$ cat config.mk
export PLATFORM = sky130hd
export DESIGN_NAME = pingpong_responder_flat
export DESIGN_NICKNAME = d
export VERILOG_FILES = /design/src/rtl/pingpong_responder_if.sv /design/src/rtl/pingpong_responder.sv /design/src/flat_wrapper.sv
export SDC_FILE = /design/constraint.sdc
export NUM_CORES = 1
export LEC_CHECK = 0
export CELL_PAD_IN_SITES_DETAIL_PLACEMENT = 2
export CELL_PAD_IN_SITES_GLOBAL_PLACEMENT = 2
export CORE_ASPECT_RATIO = 0.6
export CORE_MARGIN = 2
export CORE_UTILIZATION = 32
export CTS_BUF_LIST = sky130_fd_sc_hd__clkbuf_16
export CTS_CLUSTER_SIZE = 12
export DETAILED_ROUTE_END_ITERATION = 12
export PLACE_DENSITY_LB_ADDON = 0.12
export SLEW_MARGIN = 20
export SYNTH_ARGS = -nofsm -noshare
export SYNTH_HDL_FRONTEND = slang
export SYNTH_SLANG_ARGS = --single-unit
$ cat constraint.sdc
create_clock -name clk -period 2.7 [get_ports clk]
set_input_delay 0.54 -clock clk [delete_from_list [all_inputs] [get_ports clk]]
set_output_delay 0.54 -clock clk [all_outputs]
set_load 0.005 [all_outputs]
$ cat src/rtl/pingpong_responder_if.sv
// Signal bundle between the HPS PIO side (master) and the ping-pong responder (slave).
// Toggle handshake: each level change on ping_in is one request; pong_out changing to match it is the answer.
interface pingpong_responder_if #(
   parameter int DELAY_W = 16,
   parameter int CNT_W   = 16
);
   logic               ping_in;
   logic               enable;
   logic [DELAY_W-1:0] delay_cycles;
   logic               clear_err;
   logic               pong_out;
   logic               busy;
   logic [CNT_W-1:0]   ping_count;
   logic               overrun;
   logic               link_alive;
   logic [1:0]         dbg_state;

   modport master (
      output ping_in, enable, delay_cycles, clear_err,
      input  pong_out, busy, ping_count, overrun, link_alive, dbg_state
   );

   modport slave (
      input  ping_in, enable, delay_cycles, clear_err,
      output pong_out, busy, ping_count, overrun, link_alive, dbg_state
   );
endinterface

$ cat src/rtl/pingpong_responder.sv
// FPGA end of the HPS ping-pong link: answers each ping_in toggle with a delayed
// pong_out toggle, counts answers, flags overlapping pings and tracks liveness.
module pingpong_responder #(
   parameter int DELAY_W = 16,
   parameter int CNT_W   = 16,
   parameter int TIMEOUT = 50000000
) (
   input logic                clk,
   input logic                reset,
   pingpong_responder_if.slave bus
);

   localparam int ICNT_W = (TIMEOUT > 1) ? $clog2(TIMEOUT) : 1;
   localparam logic [ICNT_W-1:0] ICNT_MAX = ICNT_W'(TIMEOUT - 1);

   typedef enum logic [1:0] {
      ST_IDLE    = 2'd0,
      ST_WAIT    = 2'd1,
      ST_RESPOND = 2'd2
   } state_t;

   state_t             state_q, state_d;
   logic               s1_q, s1_d;
   logic               s2_q, s2_d;
   logic               s3_q, s3_d;
   logic [DELAY_W-1:0] dcnt_q, dcnt_d;
   logic               pong_q, pong_d;
   logic [CNT_W-1:0]   cnt_q, cnt_d;
   logic               ovr_q, ovr_d;
   logic               alive_q, alive_d;
   logic [ICNT_W-1:0]  icnt_q, icnt_d;
   logic               ping_edge;

   always_comb begin
      s1_d      = bus.ping_in;
      s2_d      = s1_q;
      s3_d      = s2_q;
      ping_edge = s2_q ^ s3_q;

      state_d = state_q;
      dcnt_d  = dcnt_q;
      pong_d  = pong_q;
      cnt_d   = cnt_q;

      case (state_q)
         ST_IDLE: begin
            if (ping_edge && bus.enable) begin
               dcnt_d  = bus.delay_cycles;
               state_d = ST_WAIT;
            end
         end
         ST_WAIT: begin
            if (dcnt_q == '0) state_d = ST_RESPOND;
            else              dcnt_d  = dcnt_q - 1'b1;
         end
         ST_RESPOND: begin
            // Answer with the level present now, so a double toggle nets no change.
            pong_d  = s2_q;
            cnt_d   = cnt_q + 1'b1;
            state_d = ST_IDLE;
         end
         default: state_d = ST_IDLE;
      endcase

      ovr_d = ovr_q;
      if (bus.clear_err)                      ovr_d = 1'b0;
      if (ping_edge && (state_q != ST_IDLE))  ovr_d = 1'b1;

      alive_d = alive_q;
      icnt_d  = icnt_q;
      if (ping_edge) begin
         icnt_d  = '0;
         alive_d = 1'b1;
      end else if (icnt_q == ICNT_MAX) begin
         alive_d = 1'b0;
      end else begin
         icnt_d = icnt_q + 1'b1;
      end
   end

   always_ff @(posedge clk) begin
      if (reset) begin
         s1_q    <= 1'b0;
         s2_q    <= 1'b0;
         s3_q    <= 1'b0;
         state_q <= ST_IDLE;
         dcnt_q  <= '0;
         pong_q  <= 1'b0;
         cnt_q   <= '0;
         ovr_q   <= 1'b0;
         alive_q <= 1'b0;
         icnt_q  <= '0;
      end else begin
         s1_q    <= s1_d;
         s2_q    <= s2_d;
         s3_q    <= s3_d;
         state_q <= state_d;
         dcnt_q  <= dcnt_d;
         pong_q  <= pong_d;
         cnt_q   <= cnt_d;
         ovr_q   <= ovr_d;
         alive_q <= alive_d;
         icnt_q  <= icnt_d;
      end
   end

   assign bus.pong_out   = pong_q;
   assign bus.busy       = (state_q != ST_IDLE);
   assign bus.ping_count = cnt_q;
   assign bus.overrun    = ovr_q;
   assign bus.link_alive = alive_q;
   assign bus.dbg_state  = state_q;

endmodule

$ cat src/flat_wrapper.sv
// flat-port wrapper written by rule: the top's interface ports become plain ports
module pingpong_responder_flat 
#(
   parameter int DELAY_W = 16,
   parameter int CNT_W   = 16,
   parameter int TIMEOUT = 50000000
)
  (clk, reset, bus_ping_in, bus_enable, bus_delay_cycles, bus_clear_err, bus_pong_out, bus_busy, bus_ping_count, bus_overrun, bus_link_alive, bus_dbg_state);
  pingpong_responder_if #(.DELAY_W(DELAY_W), .CNT_W(CNT_W)) bus_i ();
  input logic clk;
  input logic reset;
  input wire logic [$bits(bus_i.ping_in)-1:0] bus_ping_in;
  input wire logic [$bits(bus_i.enable)-1:0] bus_enable;
  input wire logic [$bits(bus_i.delay_cycles)-1:0] bus_delay_cycles;
  input wire logic [$bits(bus_i.clear_err)-1:0] bus_clear_err;
  output wire logic [$bits(bus_i.pong_out)-1:0] bus_pong_out;
  output wire logic [$bits(bus_i.busy)-1:0] bus_busy;
  output wire logic [$bits(bus_i.ping_count)-1:0] bus_ping_count;
  output wire logic [$bits(bus_i.overrun)-1:0] bus_overrun;
  output wire logic [$bits(bus_i.link_alive)-1:0] bus_link_alive;
  output wire logic [$bits(bus_i.dbg_state)-1:0] bus_dbg_state;
  assign bus_i.ping_in = bus_ping_in;
  assign bus_i.enable = bus_enable;
  assign bus_i.delay_cycles = bus_delay_cycles;
  assign bus_i.clear_err = bus_clear_err;
  assign bus_pong_out = bus_i.pong_out;
  assign bus_busy = bus_i.busy;
  assign bus_ping_count = bus_i.ping_count;
  assign bus_overrun = bus_i.overrun;
  assign bus_link_alive = bus_i.link_alive;
  assign bus_dbg_state = bus_i.dbg_state;
  pingpong_responder #(.DELAY_W(DELAY_W), .CNT_W(CNT_W), .TIMEOUT(TIMEOUT)) u_core (.clk(clk), .reset(reset), .bus(bus_i));
endmodule
==> results summary, run 1 <==
The synthesis-to-layout area growth came out at 27.0%. The number of max-cap violations came out at 0. Across the VDD grid, the largest voltage drop is 307 uV. 0 antenna diodes ended up in the layout. The final number of max-transition violations came out at 0. The flow ran to the end, and the final reports show no timing, DRC or antenna violations. The post-CTS setup-driven buffer insertion count came out at 0. The register-to-register setup slack is 0.20 ns. The first-pass GRT wire length is 16.9 mm. For the worst setup path, the data required time is 2.95 ns.

Between clock sinks in the finished design, the worst skew comes to 0.00568 ns. The synthesized design contains 66 register bits. The routed wire length came out at 10.1 mm. Total power for the finished layout comes to 2.50 mW.

The worst-case hold path end point is u_core.s2_q. The congestion estimate from routability-driven global placement came to 0.813. The die covers 11000 sq um. TritonCTS built the clock tree. The number of iterations in the first detailed-routing pass is 4.

The cell count after synthesis is 399. The worst register-to-register path ends at u_core.dcnt_q[1]. At the end of the flow, the number of nets in the layout was 466. The number of nets produced by synthesis is 423. The count of nets left with antenna violations once routing finished came out at 0. The top cell types in the final layout, fill and taps aside, are sky130_fd_sc_hd__dfxtp_1, sky130_fd_sc_hd__nor2_1, sky130_fd_sc_hd__clkdlybuf4s50_1. After detailed routing, the number of remaining DRC violations is 0. The number of warnings reported in the yosys synthesis log is 0.

The number of ports placed on the die boundary came out at 43. Cells with a size suffix above 1 make up 8.28% of the layout. The total area inside the core boundary comes to 9840 sq um. Clock tree synthesis found a total of 66 sinks. The final-report hold violation count is 0. The post-synthesis simple-gate area fraction is 29.8%. The detailed-route vias per instance came out at 5.30. The row count is 28. The cell area after synthesis is 3230 sq um. The number of filler cells placed in the layout came out at 1106.

The aggregate global-route resource usage is 19.9%. In the synthesized netlist, mux cells make up 0.928% of the area. The number of buffers inserted by hold repair at cts is 0. Setup repair after global routing left no endpoint under its margin.

The mean instance size in the synthesized netlist came out at 8.11 sq um. By area, the combinational part of the netlist is dominated by simple AND/OR/NAND/NOR gates. The via count of the routed design is 3082. The XOR/XNOR share of the synthesized area is 9.48%.

The final instance count without filler cells came out at 582. The peak fanout along the critical path came out at 29. The part of the cycle the worst path needs is 92.6%. The remaining global-route overflow is 0. The post-detailed-placement half-perimeter wirelength came out at 7.18 mm. Gates resized during post-CTS repair numbered 0. The area of the multi-input gates came out at 1770 sq um. The die is 81.9 microns tall. The leakage power came out at 1.41 nW. The via count of the first global-routing pass came out at 3179. The register cell area after layout came out at 1320 sq um. Hold timing on the final database bottoms out at a slack of 0.468 ns.

The final setup violation count came out at 0. The class of the most critical hold timing path is flip-flop to flip-flop. For this design the ratio of total power to cell area is 609 nW/um^2. The actual slew at the worst max-slew pin came out at 0.611 ns. The number of flops mapped to enable cells by yosys came out at 0. The largest net degree at the start of global routing is 44. The time the final worst path needs with I/O delays and setup is 2.50 ns. The width of the chip is 134 microns. Buffers placed on the I/O ports in this run total 42. The arithmetic-cell share of the synthesized area counting full adders, half adders and majority gates is 1.16%. The most used flip-flop cell after synthesis is sky130_fd_sc_hd__dfxtp_1. The clock edge transition at the registers on the reported setup and hold paths is 0.05 ns. The worst hold path begins at u_core.s1_q. The initial antenna violation count came out at 0.

The number of distinct library cells after synthesis is 48. After detailed routing, the average wire length per cell comes to 17.3 microns. The source-to-sink clock delay at the later pin of the worst-skew pair is 0.33 ns. The number of cells on the worst reg-to-reg path is 8.

The worst setup path is captured at a flip-flop. STA classifies the critical path startpoint as a flip-flop. In this run the tightest slew margin relative to its limit is 59.2%.

The cell sitting at the root of the clock tree is a sky130_fd_sc_hd__clkbuf_16. The number of DRC violations after detailed-routing iteration 0 came out at 158. The cell depth of the worst min-delay path is 1.

The worst slack after detailed placement is 0.223 ns. In this run, placement finished with an instance count of 566. In this run the critical register-to-register path is launched from u_core.dcnt_q[0]. The effective utilization at floorplan is 32.9%. The clock tree synthesis step divided the H-tree into 3 levels. The fraction of registers with async set/reset is 0%. The number of clock buffers inserted by TritonCTS came out at 9. The synthesized-area fraction occupied by ao, oa, aoi and oai cells came out at 13.4%. The total negative slack for setup checks is 0 ns. The maximum clock frequency came out at 400 MHz. The worst setup margin came out at 0.201 ns. The critical path start-end classification is flip-flop to flip-flop.

The fraction of the yosys area taken by sequential cells came out at 40.9%. Leaving out fill and tap cells, the most frequent cell in the layout is sky130_fd_sc_hd__dfxtp_1. The arrival time at the worst endpoint is 2.75 ns. The clock tree buffer depth is 2.
## metrics by stage
stage                     instance area [sq um]  util [%]
after CTS                                  4110      41.7
after detailed placement                   3830      38.9
after global placement                     3830      38.9
after global routing                       4110      41.7
after floorplan                            3230         -
final                                      4110      41.7
## Yosys cell counts, types with 2 or more instances
master / instances / area (sq um)
sky130_fd_sc_hd__nand4_1: 11 / 68.8
sky130_fd_sc_hd__dfxtp_1: 66 / 1320
sky130_fd_sc_hd__o31ai_1: 2 / 15.0
sky130_fd_sc_hd__xnor2_1: 21 / 184
sky130_fd_sc_hd__o21a_1: 2 / 15.0
sky130_fd_sc_hd__ha_1: 3 / 37.5
sky130_fd_sc_hd__nand2_1: 25 / 93.8
sky130_fd_sc_hd__nand2b_1: 4 / 25.0
sky130_fd_sc_hd__and3_1: 5 / 31.3
sky130_fd_sc_hd__a21oi_1: 27 / 135
sky130_fd_sc_hd__and4_1: 3 / 26.3
sky130_fd_sc_hd__a21o_1: 2 / 15.0
sky130_fd_sc_hd__and2_1: 4 / 25.0
sky130_fd_sc_hd__or3_1: 7 / 43.8
sky130_fd_sc_hd__or2_2: 5 / 31.3
sky130_fd_sc_hd__nor4b_1: 2 / 17.5
sky130_fd_sc_hd__a211oi_1: 2 / 15.0
sky130_fd_sc_hd__o21ai_0: 17 / 85.1
sky130_fd_sc_hd__a211o_1: 2 / 17.5
sky130_fd_sc_hd__a31oi_1: 4 / 25.0
sky130_fd_sc_hd__inv_1: 9 / 33.8
sky130_fd_sc_hd__nor4_1: 13 / 81.3
sky130_fd_sc_hd__xor2_1: 14 / 123
sky130_fd_sc_hd__nand3_1: 13 / 65.1
sky130_fd_sc_hd__or4_1: 6 / 45.0
sky130_fd_sc_hd__a21oi_2: 3 / 26.3
sky130_fd_sc_hd__mux2i_1: 3 / 30.0
sky130_fd_sc_hd__nor3_1: 18 / 90.1
sky130_fd_sc_hd__nor2b_1: 7 / 43.8
sky130_fd_sc_hd__clkbuf_1: 18 / 67.6
sky130_fd_sc_hd__o211ai_1: 2 / 15.0
sky130_fd_sc_hd__nor2_1: 63 / 236
## metal layers
layer,global-route usage (%),vias to the layer above,wire length (microns),share of wire (%)
li1,-,1487,-,-
met1,27.1,1522,5170,51
met2,30.9,63,4230,42
met3,5.93,10,554,5.5
met4,5.53,0,114,1.1
met5,0,-,0,0
## area by class of cell
cell class              count  share of cell area [%]
clock buffers               9                    5.48
clock inverters             7                    1.31
inverters                   9                   0.823
multi-input cells         302                    43.2
flip-flops and latches     66                    32.2
well taps                 135                    4.11
repair buffers             54                    12.9
## logic make-up (layout without fill, tap and decap cells)
family | Yosys count | count (layout)
flip-flops | 66 | 66
AND/OR/NAND/NOR | 190 | 190
AO/OA/AOI/OAI | 71 | 71
XOR/XNOR | 35 | 35
multiplexers | 3 | 3
buffers and inverters | 31 | 79
adder cells (fa/ha/maj) | 3 | 3
## critical path, cell delays in order, from the launching register on
cell and delay [ns]:
sky130_fd_sc_hd__dfxtp_1 0.34, sky130_fd_sc_hd__inv_1 0.10, sky130_fd_sc_hd__ha_1 0.22, sky130_fd_sc_hd__or4b_1 0.48, sky130_fd_sc_hd__or4_4 0.57, sky130_fd_sc_hd__a21oi_2 0.21
sky130_fd_sc_hd__buf_12 0.20, sky130_fd_sc_hd__a211oi_1 0.08, sky130_fd_sc_hd__a211oi_2 0.21
## sequential cells by signal (all words and copies together) (netlist names)
| signal | flops |
|---|---|
| u_core.icnt_q | 26 |
| u_core.bus.ping_count | 16 |
| u_core.dcnt_q | 16 |
| u_core.bus.dbg_state | 2 |
| u_core.bus.link_alive | 1 |
| u_core.bus.overrun | 1 |
| u_core.bus.pong_out | 1 |
| u_core.s1_q | 1 |
| u_core.s2_q | 1 |
| u_core.s3_q | 1 |
## how the worst max path moves through the flow
stage                     start  slack, ns  cells after the start           endpoint
6_report       u_core.dcnt_q[0]       0.20                      8   u_core.dcnt_q[1]
5_1_grt        u_core.dcnt_q[0]       0.04                      8   u_core.dcnt_q[3]
3_5_place_dp   u_core.dcnt_q[0]       0.22                      8  u_core.dcnt_q[13]
4_1_cts        u_core.dcnt_q[0]       0.20                      8  u_core.dcnt_q[13]
3_3_place_gp   u_core.dcnt_q[0]       0.33                      8  u_core.dcnt_q[13]
2_1_floorplan  u_core.dcnt_q[0]       0.35                      9  u_core.dcnt_q[13]
## where the power goes
part           total (mW)  switching, mW  internal [mW]
Clock                1.12          0.420          0.696
Sequential           1.03         0.0263          0.999
Combinational       0.358          0.204          0.154
No activity file was read; power rests on OpenSTA's default activity.
==> run 2: changes to the inputs <==
--- a/config.mk
+++ b/config.mk
@@ -13,6 +13,7 @@
 export CTS_BUF_LIST = sky130_fd_sc_hd__clkbuf_16
 export CTS_CLUSTER_SIZE = 12
 export DETAILED_ROUTE_END_ITERATION = 12
+export GPL_ROUTABILITY_DRIVEN = 0
 export PLACE_DENSITY_LB_ADDON = 0.12
 export SLEW_MARGIN = 20
 export SYNTH_ARGS = -nofsm -noshare
==> results of run 2 <==
Final layout, timing and power as in run 1 (identical DEF).
==> variant 1: new RTL, flow settings as in run 1 <==
`CNT_W` is set to 16 in 3 places; all go to 12.
--- a/src/rtl/pingpong_responder_if.sv
+++ b/src/rtl/pingpong_responder_if.sv
@@ -2,7 +2,7 @@
 // Toggle handshake: each level change on ping_in is one request; pong_out changing to match it is the answer.
 interface pingpong_responder_if #(
    parameter int DELAY_W = 16,
-   parameter int CNT_W   = 16
+   parameter int CNT_W   = 12
 );
    logic               ping_in;
    logic               enable;
--- a/src/rtl/pingpong_responder.sv
+++ b/src/rtl/pingpong_responder.sv
@@ -2,7 +2,7 @@
 // pong_out toggle, counts answers, flags overlapping pings and tracks liveness.
 module pingpong_responder #(
    parameter int DELAY_W = 16,
-   parameter int CNT_W   = 16,
+   parameter int CNT_W   = 12,
    parameter int TIMEOUT = 50000000
 ) (
    input logic                clk,
--- a/src/flat_wrapper.sv
+++ b/src/flat_wrapper.sv
@@ -2,7 +2,7 @@
 module pingpong_responder_flat 
 #(
    parameter int DELAY_W = 16,
-   parameter int CNT_W   = 16,
+   parameter int CNT_W   = 12,
    parameter int TIMEOUT = 50000000
 )
   (clk, reset, bus_ping_in, bus_enable, bus_delay_cycles, bus_clear_err, bus_pong_out, bus_busy, bus_ping_count, bus_overrun, bus_link_alive, bus_dbg_state);
Interface: changed (resized bus_ping_count); port bits go from 43 to 39. The function was not compared with the original's and may differ.
==> variant 1 against run 1 <==
Worst setup slack improved by 0.10 ns; routed wire length fell by 3.7%; synthesized area down 5.7%; power down 2.0%; final area is 6.0% lower; critical path depth decreased by 1; sequential cell count decreased by 4; via count shrank 9.9%; combinational power decreased by 11%; critical path type unchanged.
==> variant 1: results (changes against run 1) <==
| Metric | Value |
|---|---|
| Net Count, Synth | 394 (was 423) |
| Sequential cell area share | 32.17% (was 32.18%) |
| Crit path max fanout | 20 (was 29) |
| Met2 GRT Util | 30.73% (was 30.92%) |
| Signal buf overhead | 11.09% (was 12.92%) |
| Port Buffers | 38 (was 42) |
| Iteration-0 DRC Markers | 133 (was 158) |
| Fin cells | 543 (was 582) |
| GPL Wtd Cong | 0.7866 (was 0.8128) |
| WL met2 | 4.241 mm (was 4.232 mm) |
| Post-synthesis adder-cell area fraction | 1.231% (was 1.161%) |
| Non-clock buffer count | 45 (was 54) |
| GRT met1 Usage | 28.47% (was 27.06%) |
| Arr. time, crit path | 2.66 ns (was 2.75 ns) |
| Placed cell areas | 0.003555 mm^2 (was 0.003827 mm^2) |
| LEAKAGE | 1.388 nW (was 1.415 nW) |
| Layout clock area frac | 7.782% (was 6.795%) |
| Synthesis-to-layout area growth | 26.55% (was 26.96%) |
| GR Util All Layers | 20.21% (was 19.94%) |
| Largest cells by area after synthesis | dfxtp_1 41%, nor2_1 8.0%, xor2_1 7.5% (was dfxtp_1 41%, nor2_1 7.3%, xnor2_1 5.7%) |
| Filler cell count | 1,027 (was 1,106) |
| Synth Area per Inst | 8.241 um^2 (was 8.106 um^2) |
| Hpwl dp | 6.458 mm (was 7.181 mm) |
| Sequential-to-total area share from yosys stat | 40.71% (was 40.85%) |
| DR vias/cell | 5.114 (was 5.296) |
| Wire per inst | 17.86 um (was 17.31 um) |
| Peak VDD IR | 0.3563 mV (was 0.3066 mV) |
| Status | finished, final reports clean (unchanged) |
| Synth unique cells | 46 (was 48) |
| Multiplexer area fraction after synthesis | 1.682% (was 0.9284%) |
| Final Skew | 0.004915 ns (was 0.005680 ns) |
| Slew at the pin closest to its max-slew limit | 0.8027 ns (was 0.6108 ns) |
| Top cells by count, synth | 65 x nor2_1, 62 x dfxtp_1, 33 x nand2_1, 26 x xor2_1, 21 x nand3_1 (was 66 x dfxtp_1, 63 x nor2_1, 27 x a21oi_1, 25 x nand2_1, 21 x xnor2_1) |
| Critical Path Max Stage Delay | 0.52 ns (was 0.57 ns) |
| Period minus WS final | 2.399 ns (was 2.499 ns) |
| Setup crit end | u_core.dcnt_q[15]$_SDFFE_PP0P_ (was u_core.dcnt_q[1]$_SDFFE_PP0P_) |
| Met3 WL | 186 um (was 554 um) |
| Largest net degree at the start of global routing | 41 (was 44) |
| R2r endpoint | u_core.dcnt_q[15]$_SDFFE_PP0P_ (was u_core.dcnt_q[1]$_SDFFE_PP0P_) |
| Flop2flop setup slack | 0.30 ns (was 0.20 ns) |
| Comb_multi_in | 282 (was 302) |
| M1 WL | 5.196 mm (was 5.170 mm) |
| Post-placement cell count | 527 (was 566) |
| Nets@finish | 432 (was 466) |
| Layout cell share with drive strength beyond 1 | 10.90% (was 8.277%) |
| Complex-gate fraction of the synthesized area | 12.88% (was 13.42%) |
| CTS Sinks | 62 (was 66) |
| Crit path max-delay cell type | or4b_1 (was or4_4) |
| First-pass GRT wire length | 15.99 mm (was 16.86 mm) |
variant 1: changes by cell type in the layout (fill, tap and decap cells not counted), moves of 5 or more:
cell | before | now
a21oi_1 | 27 | 15
a22o_1 | 0 | 5
nand2_1 | 25 | 33
o21ai_1 | 1 | 13
nor4_1 | 13 | 6
nand3_1 | 13 | 21
nor3_1 | 18 | 3
o21ai_0 | 17 | 5
xor2_1 | 14 | 26
xnor2_1 | 21 | 7
a21oi_2 | 3 | 9
variant 1: cells by family after synthesis:
kind of cell             after synthesis
flip-flops                            62
XOR/XNOR                              33
buffers and inverters                 26
multiplexers                           5
AND/OR/NAND/NOR                      180
adder cells (fa/ha/maj)                3
AO/OA/AOI/OAI                         61
variant 1: worst min path at each step:
stage	from	end	slack, ns	cells after the start
after floorplan	u_core.s1_q$_SDFF_PP0_	u_core.s2_q$_SDFF_PP0_	0.41	1
after global placement	u_core.s1_q$_SDFF_PP0_	u_core.s2_q$_SDFF_PP0_	0.44	1
after detailed placement	u_core.s1_q$_SDFF_PP0_	u_core.s2_q$_SDFF_PP0_	0.44	1
after CTS	u_core.s1_q$_SDFF_PP0_	u_core.s2_q$_SDFF_PP0_	0.46	1
after global routing	u_core.s1_q$_SDFF_PP0_	u_core.s2_q$_SDFF_PP0_	0.47	1
final	u_core.s1_q$_SDFF_PP0_	u_core.s2_q$_SDFF_PP0_	0.45	1
variant 1: report_power, final:
part | leakage [nW] | internal (mW) | total (mW) | switching (mW)
clock network | 0.138 | 0.715 | 1.16 | 0.449
registers | 0.502 | 0.939 | 0.967 | 0.0285
logic | 0.749 | 0.130 | 0.319 | 0.189
==> variant 2: new RTL, flow settings as in run 1 <==
Without the edit above. Reset style: asynchronous (`reset`), changed in one clocked block.
--- a/src/rtl/pingpong_responder.sv
+++ b/src/rtl/pingpong_responder.sv
@@ -78,7 +78,7 @@
       end
    end
 
-   always_ff @(posedge clk) begin
+   always_ff @(posedge clk or posedge reset) begin
       if (reset) begin
          s1_q    <= 1'b0;
          s2_q    <= 1'b0;
Behaviour: differs if reset is asserted again (counterexample within 4 cycles, from zero or initial values and one cycle with reset high); with reset held inactive, the same outputs for 10 cycles.
==> variant 2 against run 1 <==
Final area increased by 1.0%; sequential cell count unchanged; global-route usage decreased by 0.12 points; count of clock-buffer cells in the layout unchanged; maximum frequency increased by 8.4%; worst setup slack improved by 0.19 ns; via count decreased by 12%; synthesized cell count decreased by 18%; routed wire length decreased by 2.3%; cell count decreased by 11%; power increased by 20%; first-iteration DRC count decreased by 9.5%; synthesized area increased by 0.74%; critical path type unchanged; critical endpoint is now u_core.dcnt_q[10]$_DFFE_PP0P_; largest cell class is now registers; largest power group is now sequential cells.
==> variant 2: results (changes against run 1) <==
| Metric | Value |
|---|---|
| Top cells by count, synth | 66 x dfrtp_1, 36 x nor2_1, 30 x nand2_1, 21 x nand3_1, 20 x xnor2_1 (was 66 x dfxtp_1, 63 x nor2_1, 27 x a21oi_1, 25 x nand2_1, 21 x xnor2_1) |
| Largest cells by area after synthesis | dfrtp_1 51%, xnor2_1 5.4%, xor2_1 5.1% (was dfxtp_1 41%, nor2_1 7.3%, xnor2_1 5.7%) |
| Prevailing post-synth register cell | dfrtp_1 (was dfxtp_1) |
| Critical Path Max Stage Delay | 0.49 ns (was 0.57 ns) |
| GRT met1 Usage | 30.31% (was 27.06%) |
| LEAKAGE | 1.737 nW (was 1.415 nW) |
| Net Count, Synth | 352 (was 423) |
| Post-synthesis xor/xnor area fraction | 10.48% (was 9.478%) |
| Synth Area per Inst | 9.933 um^2 (was 8.106 um^2) |
| Sequential-to-total area share from yosys stat | 50.69% (was 40.85%) |
| Post-placement cell count | 501 (was 566) |
| Largest net degree at the start of global routing | 45 (was 44) |
| N_diodes | 0 (unchanged) |
| Crit path max-delay cell type | or3b_1 (was or4_4) |
| Peak VDD IR | 0.3466 mV (was 0.3066 mV) |
| WL met2 | 4.101 mm (was 4.232 mm) |
| Worst slack, placed | 0.3536 ns (was 0.2227 ns) |
| DR vias/cell | 5.271 (was 5.296) |
| Async set-reset flop share out of synthesis | 100.0% (was 0%) |
| Max reg flops | 26 (unchanged) |
| DRT Wirelength | 9.844 mm (was 10.07 mm) |
| Multiplexer area fraction after synthesis | 0.6912% (was 0.9284%) |
| Layout cell share with drive strength beyond 1 | 9.186% (was 8.277%) |
| Status | finished, final reports clean (unchanged) |
| Complex-gate fraction of the synthesized area | 9.869% (was 13.42%) |
| Arr. time, crit path | 2.49 ns (was 2.75 ns) |
| Met2 GRT Util | 27.45% (was 30.92%) |
| Post-synthesis adder-cell area fraction | 1.152% (was 1.161%) |
| Hpwl dp | 7.063 mm (was 7.181 mm) |
| M1 WL | 5.255 mm (was 5.170 mm) |
| First-pass GRT wire length | 16.49 mm (was 16.86 mm) |
| GR Util All Layers | 19.83% (was 19.94%) |
| Final Skew | 0.004466 ns (was 0.005680 ns) |
| Crit path max fanout | 8 (was 29) |
| Clock tree buffer depth | 2 (unchanged) |
| Synth unique cells | 55 (was 48) |
| Nets@finish | 401 (was 466) |
| GPL Wtd Cong | 0.7756 (was 0.8128) |
| Vias in the first global route | 2,872 (was 3,179) |
| Slew at the pin closest to its max-slew limit | 0.7093 ns (was 0.6108 ns) |
| Met3 WL | 393 um (was 554 um) |
| Grt met3 use | 5.006% (was 5.926%) |
==> variant 2: through the flow <==
step,area (um^2),util (%),power (mW)
final,4148,41.98,3.006
after global placement,3872,39.20,1.877
after global routing,4148,41.98,3.185
after CTS,4148,41.98,3.050
after detailed placement,3872,39.20,1.913
after floorplan,3258,-,1.646
==> variant 2: final cells by class <==
type	count	area (um^2)
Sequential cell	66	1652
Multi-Input combinational cell	240	1519
Inverter	10	40.04
Clock buffer	9	225.2
Fill cell	1062	5732
Timing Repair Buffer	50	493.0
Clock inverter	6	50.05
Tap cell	135	168.9
==> variant 2: kinds of logic (layout without fill, tap and decap cells) <==
family                     after synthesis  in the layout
buffers and inverters                   22             75
and+or+nand+nor                        148            148
AOI/OAI and AO/OA                       48             48
DFF                                     66             66
muxes                                    2              2
xor gates and xnor gates                39             39
adders and majority gates                3              3
==> variant 2: power breakdown <==
part	switching [mW]	internal [mW]
logic	0.361	0.257
registers	0.160	1.12
clock network	0.411	0.694
total	0.933	2.07
==> variant 2: final timing paths <==
check / start / end / slack, ns / cells after the start
hold / removal: u_core.s1_q$_DFF_PP0_ / u_core.s2_q$_DFF_PP0_ / 0.35 / 0
min in group asynchronous: reset / u_core.bus.ping_count[11]$_DFFE_PP0N_ / 0.57 / 2
hold reg to reg: u_core.s1_q$_DFF_PP0_ / u_core.s2_q$_DFF_PP0_ / 0.35 / 0
setup reg to reg: u_core.dcnt_q[0]$_DFFE_PP0P_ / u_core.dcnt_q[10]$_DFFE_PP0P_ / 0.39 / 7
max in group asynchronous: reset / u_core.icnt_q[5]$_DFFE_PP0P_ / 1.50 / 3
setup / recovery: u_core.dcnt_q[0]$_DFFE_PP0P_ / u_core.dcnt_q[10]$_DFFE_PP0P_ / 0.39 / 7
